<file path="src/rtl/alu_sequencer.sv">
// Multi-cycle ALU: ADD/SUB in one execute cycle, signed MUL via radix-2 Booth over W steps.
// All arithmetic is routed through a single shared 9-bit sign-correct adder.

module alu_sequencer_add8 (
  input  logic [7:0] x,
  input  logic [7:0] y,
  input  logic       flag,
  output logic [8:0] z
);
  logic [8:0] xe, ye;
  assign xe = {x[7], x};
  assign ye = {y[7], y};
  assign z  = flag ? (xe - ye) : (xe + ye);
endmodule

module alu_sequencer #(
  parameter int unsigned W = 8
) (
  input  logic             clk,
  input  logic             rst_n,
  input  logic             start,
  input  logic [1:0]       op,
  input  logic [W-1:0]     a,
  input  logic [W-1:0]     b,
  output logic             busy,
  output logic             done,
  output logic [2*W-1:0]   result,
  output logic             ovf,
  output logic             err
);

  typedef enum logic [1:0] {StIdle, StExec, StMstep, StDone} state_e;

  state_e           state_q;
  logic [1:0]       op_q;
  logic [W-1:0]     a_q, b_q;
  logic [W-1:0]     acc_q, q_q;
  logic             qm1_q;
  logic [3:0]       cnt_q;
  logic [2*W-1:0]   result_q;
  logic             ovf_q, err_q, busy_q, done_q;

  logic [W-1:0]     add_x, add_y;
  logic             add_flag;
  logic [W:0]       add_z;
  logic [W:0]       booth_z;
  logic [2*W-1:0]   mul_res;

  alu_sequencer_add8 u_add (
    .x    (add_x),
    .y    (add_y),
    .flag (add_flag),
    .z    (add_z)
  );

  always_comb begin
    add_x    = a_q;
    add_y    = b_q;
    add_flag = op_q[0];
    if (state_q == StMstep) begin
      add_x    = acc_q;
      add_y    = a_q;
      add_flag = q_q[0];  // {q0,qm1}=10 subtracts, 01 adds
    end
    booth_z = (q_q[0] == qm1_q) ? {acc_q[W-1], acc_q} : add_z;
    mul_res = {booth_z[W:1], booth_z[0], q_q[W-1:1]};
  end

  always_ff @(posedge clk or negedge rst_n) begin
    if (!rst_n) begin
      state_q  <= StIdle;
      op_q     <= '0;
      a_q      <= '0;
      b_q      <= '0;
      acc_q    <= '0;
      q_q      <= '0;
      qm1_q    <= 1'b0;
      cnt_q    <= '0;
      result_q <= '0;
      ovf_q    <= 1'b0;
      err_q    <= 1'b0;
      busy_q   <= 1'b0;
      done_q   <= 1'b0;
    end else begin
      unique case (state_q)
        StIdle: begin
          done_q <= 1'b0;
          if (start) begin
            op_q   <= op;
            a_q    <= a;
            b_q    <= b;
            busy_q <= 1'b1;
            if (op == 2'b10) begin
              acc_q   <= '0;
              q_q     <= b;
              qm1_q   <= 1'b0;
              cnt_q   <= '0;
              state_q <= StMstep;
            end else begin
              state_q <= StExec;
            end
          end
        end
        StExec: begin
          if (op_q == 2'b11) begin
            result_q <= '0;
            ovf_q    <= 1'b0;
            err_q    <= 1'b1;
          end else begin
            result_q <= {{(W-1){add_z[W]}}, add_z};
            ovf_q    <= add_z[W] ^ add_z[W-1];
            err_q    <= 1'b0;
          end
          done_q  <= 1'b1;
          state_q <= StDone;
        end
        StMstep: begin
          acc_q <= booth_z[W:1];
          q_q   <= {booth_z[0], q_q[W-1:1]};
          qm1_q <= q_q[0];
          cnt_q <= cnt_q + 4'd1;
          if (cnt_q == 4'(W-1)) begin
            result_q <= mul_res;
            // Fits in W signed bits only when the top W+1 bits are all equal
            ovf_q    <= !((&mul_res[2*W-1:W-1]) || !(|mul_res[2*W-1:W-1]));
            err_q    <= 1'b0;
            done_q   <= 1'b1;
            state_q  <= StDone;
          end
        end
        StDone: begin
          done_q  <= 1'b0;
          busy_q  <= 1'b0;
          state_q <= StIdle;
        end
        default: state_q <= StIdle;
      endcase
    end
  end

  assign busy   = busy_q;
  assign done   = done_q;
  assign result = result_q;
  assign ovf    = ovf_q;
  assign err    = err_q;

endmodule
</file>
<file path="config.mk">
export PLATFORM = sky130hd
export DESIGN_NAME = alu_sequencer
export DESIGN_NICKNAME = d
export VERILOG_FILES = /design/src/rtl/alu_sequencer.sv
export SDC_FILE = /design/constraint.sdc
export NUM_CORES = 1
export LEC_CHECK = 0
export CORE_MARGIN = 2
export CORE_UTILIZATION = 55
export CTS_CLUSTER_SIZE = 16
export DETAILED_ROUTE_END_ITERATION = 6
export PLACE_DENSITY_LB_ADDON = 0.2
export SLEW_MARGIN = 20
export SYNTH_ARGS = -nofsm -noshare
export SYNTH_HDL_FRONTEND = slang
export SYNTH_HIERARCHICAL = 1
export SYNTH_SLANG_ARGS = --single-unit
</file>
<file path="constraint.sdc">
create_clock -name clk -period 4.85 [get_ports clk]
set_input_delay 0.97 -clock clk [delete_from_list [all_inputs] [get_ports clk]]
set_output_delay 0.97 -clock clk [all_outputs]
set_load 0.02 [all_outputs]
</file>
==> report_table.html <==
<table>
<tr><th>Metric</th><th>Value</th></tr>
<tr><th colspan="2">STA</th></tr>
<tr><td>Post-route setup TNS</td><td>0 ns</td></tr>
<tr><td>Transition time of the tightest slew-check pin</td><td>0.934 ns</td></tr>
<tr><td>Final Skew</td><td>0.0103 ns</td></tr>
<tr><td>Final-report max-slew violation count</td><td>0</td></tr>
<tr><td>Slew margin rel.</td><td>37.5%</td></tr>
<tr><td>Hold violation total from the final report</td><td>0</td></tr>
<tr><td>Min cycle time layout</td><td>roughly 4.3 ns</td></tr>
<tr><td>Maximum frequency from static timing analysis</td><td>234 MHz</td></tr>
<tr><td>Final setup vio count</td><td>0</td></tr>
<tr><td>Part of the cycle the worst path needs</td><td>between 80% and 90%</td></tr>
<tr><td>Unrepaired setup endpoints after global routing</td><td>no</td></tr>
<tr><th colspan="2">Placed design</th></tr>
<tr><td>GP Congestion</td><td>about 0.90</td></tr>
<tr><td>Detail Placement HPWL</td><td>5780 um</td></tr>
<tr><td>Port bufs</td><td>40</td></tr>
<tr><td>Cell count after placement</td><td>448</td></tr>
<tr><th colspan="2">Clock network</th></tr>
<tr><td>Clock Latency Late Sink</td><td>around 0.35 ns</td></tr>
<tr><td>Setup bufs post-CTS</td><td>0</td></tr>
<tr><td>Clock buffer count from CTS</td><td>9</td></tr>
<tr><td>Clock edge transition at the registers on the reported setup and hold paths</td><td>0.07 ns</td></tr>
<tr><td>Total of hold buffers inserted after clock tree synthesis</td><td>0</td></tr>
<tr><td># clock sinks</td><td>61</td></tr>
<tr><td>Clock tree from TritonCTS</td><td>done</td></tr>
<tr><td>Post-CTS sizing</td><td>0</td></tr>
<tr><td>Clock root buffer master</td><td>sky130_fd_sc_hd__clkbuf_8</td></tr>
<tr><td>Number of H-tree branching levels</td><td>3</td></tr>
<tr><td>Max clock buf depth</td><td>2</td></tr>
<tr><th colspan="2">Floorplan</th></tr>
<tr><td>Core area</td><td>roughly 6300 um^2</td></tr>
<tr><td>Number of placement rows</td><td>29</td></tr>
<tr><td>I/O pin count</td><td>41</td></tr>
<tr><td>Chip width</td><td>84.4 um</td></tr>
<tr><td>Effective utilization at floorplan</td><td>between 50% and 60%</td></tr>
<tr><td>Vertical extent of the die</td><td>roughly 84 um</td></tr>
<tr><td>DIE AREA</td><td>approximately 7100 um^2</td></tr>
<tr><th colspan="2">Setup path</th></tr>
<tr><td>Setup crit end kind</td><td>flop</td></tr>
<tr><td>Crit-path max cell delay</td><td>~0.47 ns</td></tr>
<tr><td>Count of cells along the worst register-to-register path</td><td>14</td></tr>
<tr><td>Standard cell with the maximum stage delay on the critical path</td><td>sky130_fd_sc_hd__ha_2</td></tr>
<tr><td>Crit-path max FO</td><td>18</td></tr>
<tr><td>Cell Chain, Critical Path</td><td>inv_1 -&gt; ha_2 -&gt; mux2_2 -&gt; nor4_1 -&gt; a21oi_1 -&gt; xnor2_1 -&gt; ha_1 -&gt; o21ai_0 -&gt; or2b_2 -&gt; a21boi_0 -&gt; xor2_1 -&gt; or4_1 -&gt; o41ai_2 -&gt; o31ai_1</td></tr>
<tr><td>Origin of the critical flop-to-flop path</td><td>state_q[0]$_DFFE_PN0P_</td></tr>
<tr><td>Register-to-register setup slack</td><td>~0.57 ns</td></tr>
<tr><td>Startpoint kind of the worst setup timing path</td><td>flop</td></tr>
<tr><td>Required @ worst endpoint</td><td>5.07 ns</td></tr>
<tr><td>Capture instance of the worst register-to-register path</td><td>ovf$_DFFE_PN0P_</td></tr>
<tr><td>Kind of critical path</td><td>reg -&gt; reg</td></tr>
<tr><td>Arr. time, crit path</td><td>approximately 4.5 ns</td></tr>
<tr><th colspan="2">Layout</th></tr>
<tr><td>Ratio of cells with drive above 1 in the final layout</td><td>~17%</td></tr>
<tr><td>Footprint of the multi-input gates</td><td>roughly 1900 um^2</td></tr>
<tr><td>Final layout net count</td><td>around 420</td></tr>
<tr><td>Flip-flop and latch area</td><td>around 1500 um^2</td></tr>
<tr><td>Synth-to-Final Area Change</td><td>17.6%</td></tr>
<tr><td>Most common cell after layout, fill and taps aside</td><td>sky130_fd_sc_hd__dfrtp_1</td></tr>
<tr><td>Final antenna diode count</td><td>0</td></tr>
<tr><td>Filler Cell Count</td><td>538</td></tr>
<tr><td>Number of cells in the finished layout apart from fillers</td><td>between 400 and 500</td></tr>
<tr><td>Commonest non-fill, non-tap cells in the layout</td><td>61 x sky130_fd_sc_hd__dfrtp_1, 39 x sky130_fd_sc_hd__clkdlybuf4s50_1, 37 x sky130_fd_sc_hd__mux2_2</td></tr>
<tr><th colspan="2">Synth</th></tr>
<tr><td>Count of unique library cells instantiated by Yosys</td><td>50</td></tr>
<tr><td>Main combinational cell family by area after synthesis</td><td>multiplexers</td></tr>
<tr><td>Yosys warning count</td><td>6</td></tr>
<tr><td>Total nets after synthesis</td><td>around 380</td></tr>
<tr><td>Cells after Synth</td><td>around 350</td></tr>
<tr><td>Mux share of post-synthesis cell area</td><td>around 16%</td></tr>
<tr><td>Leading register cell type out of synthesis</td><td>sky130_fd_sc_hd__dfrtp_1</td></tr>
<tr><td>Number of enable-type register cells in the synthesized netlist</td><td>0</td></tr>
<tr><td>Async SR Flop Fraction</td><td>100%</td></tr>
<tr><td>Basic-gate share of the synthesized area counting and, or, nand and nor cells</td><td>between 10% and 20%</td></tr>
<tr><td>Netlist area before placement</td><td>roughly 3600 um^2</td></tr>
<tr><td>Share of synthesized area occupied by flip-flops and latches</td><td>a little over two fifths</td></tr>
<tr><td>Adder-cell share of the synthesized area</td><td>under 10%</td></tr>
<tr><td>Flop and latch count out of synthesis</td><td>about 60</td></tr>
<tr><td>Post-synthesis average cell area</td><td>10.3 um^2</td></tr>
<tr><td>XOR/XNOR share of the synthesized area</td><td>3.95%</td></tr>
<tr><td>Post-synthesis compound-gate area fraction</td><td>between 10 and 15%</td></tr>
<tr><th colspan="2">Drt</th></tr>
<tr><td>Routed Antenna Nets</td><td>0</td></tr>
<tr><td>Detail-routed via count per cell</td><td>5.83</td></tr>
<tr><td>Routed via count</td><td>around 2,700</td></tr>
<tr><td>Violation count after the first detailed-route iteration</td><td>about 160</td></tr>
<tr><td>Routed len/inst</td><td>between 15 and 20 um</td></tr>
<tr><td>Amount of wire on met2 after detailed routing</td><td>between 3000 and 4000 um</td></tr>
<tr><td>Sum of routed wire length over all layers</td><td>~8000 um</td></tr>
<tr><td>Drt drc</td><td>0</td></tr>
<tr><td>Wire length the detailed router placed on met1</td><td>between 3000 and 4000 um</td></tr>
<tr><td>WL met3</td><td>402 um</td></tr>
<tr><td>Highest Signal Layer</td><td>met4</td></tr>
<tr><td>Length of the first detailed-routing pass in iterations</td><td>4</td></tr>
<tr><th colspan="2">Global routing</th></tr>
<tr><td>Global-route wire length before repair</td><td>13,000 um</td></tr>
<tr><td>Total congestion overflow after global routing</td><td>0</td></tr>
<tr><td>Largest net degree at the start of global routing</td><td>between 60 and 70</td></tr>
<tr><td>Total routing usage reported by global routing</td><td>a little under a quarter</td></tr>
<tr><td>Number of global-route vias before repair</td><td>roughly 2,600</td></tr>
<tr><td>Initial antenna violation count</td><td>0</td></tr>
<tr><th colspan="2">Worst hold path</th></tr>
<tr><td>Hold Path Depth</td><td>1</td></tr>
<tr><td>Worst Hold Class</td><td>reg -&gt; reg</td></tr>
<tr><td>Worst hold path startpoint</td><td>b_q[7]$_DFFE_PN0P_</td></tr>
<tr><td>Worst Hold End</td><td>b_q[7]$_DFFE_PN0P_</td></tr>
<tr><th colspan="2">Outcome</th></tr>
<tr><td>Status</td><td>completed</td></tr>
<tr><th colspan="2">Job</th></tr>
<tr><td>Reported max-cap violation count</td><td>0</td></tr>
</table>
==> layer usage <==
| metal | track usage (%) | up-vias |
|---|---|---|
| met3 | 3.83 | 15 |
| met2 | 36.1 | 76 |
| met5 | 0 | - |
| li1 | - | 1308 |
| met1 | 33.0 | 1308 |
| met4 | 10.4 | 0 |
==> kinds of logic after synthesis <==
group / Yosys count
AO/OA/AOI/OAI: 82
XOR/XNOR: 16
adder cells (fa/ha/maj): 15
buffers and inverters: 30
flip-flops: 61
multiplexers: 52
AND/OR/NAND/NOR: 89
==> final cells by class <==
cell class | count | area share, %
timing repair buffer | 43 | 10.0
inverter | 13 | 1.17
clock inverter | 5 | 1.80
tap | 77 | 2.31
multi-input combinational | 254 | 45.0
clock buffer | 11 | 3.15
sequential | 61 | 36.5
==> sequential cells by signal, indices dropped and copies added, names as in the netlist <==
register  flops
b_q           8
op_q          2
ovf           1
cnt_q         4
result       16
busy          1
state_q       2
acc_q         8
qm1_q         1
q_q           8
err           1
a_q           8
done          1
==> through the flow <==
stage | setup WS (ns) | util, % | hold WS, ns | instance area [um^2]
after global placement | 0.705 | 62.9 | 0.489 | 3970
after CTS | 0.581 | 66.2 | 0.514 | 4180
after global routing | 0.221 | 66.2 | 0.523 | 4180
final | 0.568 | 66.2 | 0.514 | 4180
after floorplan | 0.891 | - | 0.472 | 3550
after detailed placement | 0.609 | 62.9 | 0.499 | 3970
==> worst max-delay path, delay by kind of cell (launching register included) <==
kind	cells	cell delay, ns
flip-flops	1	0.38
buffers and inverters	1	0.11
adder cells (fa/ha/maj)	2	0.79
AO/OA/AOI/OAI	5	0.86
AND/OR/NAND/NOR	3	1.17
XOR/XNOR	2	0.40
multiplexers	1	0.45
==> cells in the mapped netlist (2+ instances only) <==
library cell,count,area (um^2)
sky130_fd_sc_hd__nor3_1,3,15.0
sky130_fd_sc_hd__a22oi_1,8,60.1
sky130_fd_sc_hd__o31ai_1,2,15.0
sky130_fd_sc_hd__nand3_1,2,10.0
sky130_fd_sc_hd__or4_1,2,15.0
sky130_fd_sc_hd__a22o_1,2,17.5
sky130_fd_sc_hd__a21oi_1,19,95.1
sky130_fd_sc_hd__buf_2,9,45.0
sky130_fd_sc_hd__nand3b_1,2,15.0
sky130_fd_sc_hd__nor4_1,3,18.8
sky130_fd_sc_hd__clkbuf_1,5,18.8
sky130_fd_sc_hd__nand2b_1,2,12.5
sky130_fd_sc_hd__nand4b_1,2,17.5
sky130_fd_sc_hd__xnor2_1,12,105
sky130_fd_sc_hd__xor2_1,4,35.0
sky130_fd_sc_hd__o21a_1,3,22.5
sky130_fd_sc_hd__nand2_1,34,128
sky130_fd_sc_hd__mux2_1,7,78.8
sky130_fd_sc_hd__mux2_2,37,417
sky130_fd_sc_hd__mux2i_1,8,80.1
sky130_fd_sc_hd__clkbuf_8,2,27.5
sky130_fd_sc_hd__a31oi_1,8,50.1
sky130_fd_sc_hd__ha_1,14,175
sky130_fd_sc_hd__nor2b_1,3,18.8
sky130_fd_sc_hd__o21ai_1,10,50.1
sky130_fd_sc_hd__o31a_1,2,17.5
sky130_fd_sc_hd__o21ai_0,18,90.1
sky130_fd_sc_hd__nor2_1,25,93.8
sky130_fd_sc_hd__nand4_1,4,25.0
sky130_fd_sc_hd__inv_1,13,48.8
sky130_fd_sc_hd__dfrtp_1,61,1530
==> worst max-delay path by stage <==
stage | endpoint | cells past startpoint | slack (ns) | start
5_1_grt | ovf$_DFFE_PN0P_ | 14 | 0.22 | state_q[0]$_DFFE_PN0P_
3_3_place_gp | ovf$_DFFE_PN0P_ | 14 | 0.71 | state_q[0]$_DFFE_PN0P_
6_report | ovf$_DFFE_PN0P_ | 14 | 0.57 | state_q[0]$_DFFE_PN0P_
3_5_place_dp | ovf$_DFFE_PN0P_ | 14 | 0.61 | state_q[0]$_DFFE_PN0P_
2_1_floorplan | ovf$_DFFE_PN0P_ | 16 | 0.89 | state_q[0]$_DFFE_PN0P_
4_1_cts | ovf$_DFFE_PN0P_ | 14 | 0.58 | state_q[0]$_DFFE_PN0P_
Power is not shown: default switching activity piles up to over one toggle a cycle in this logic, so the estimate is an artifact.
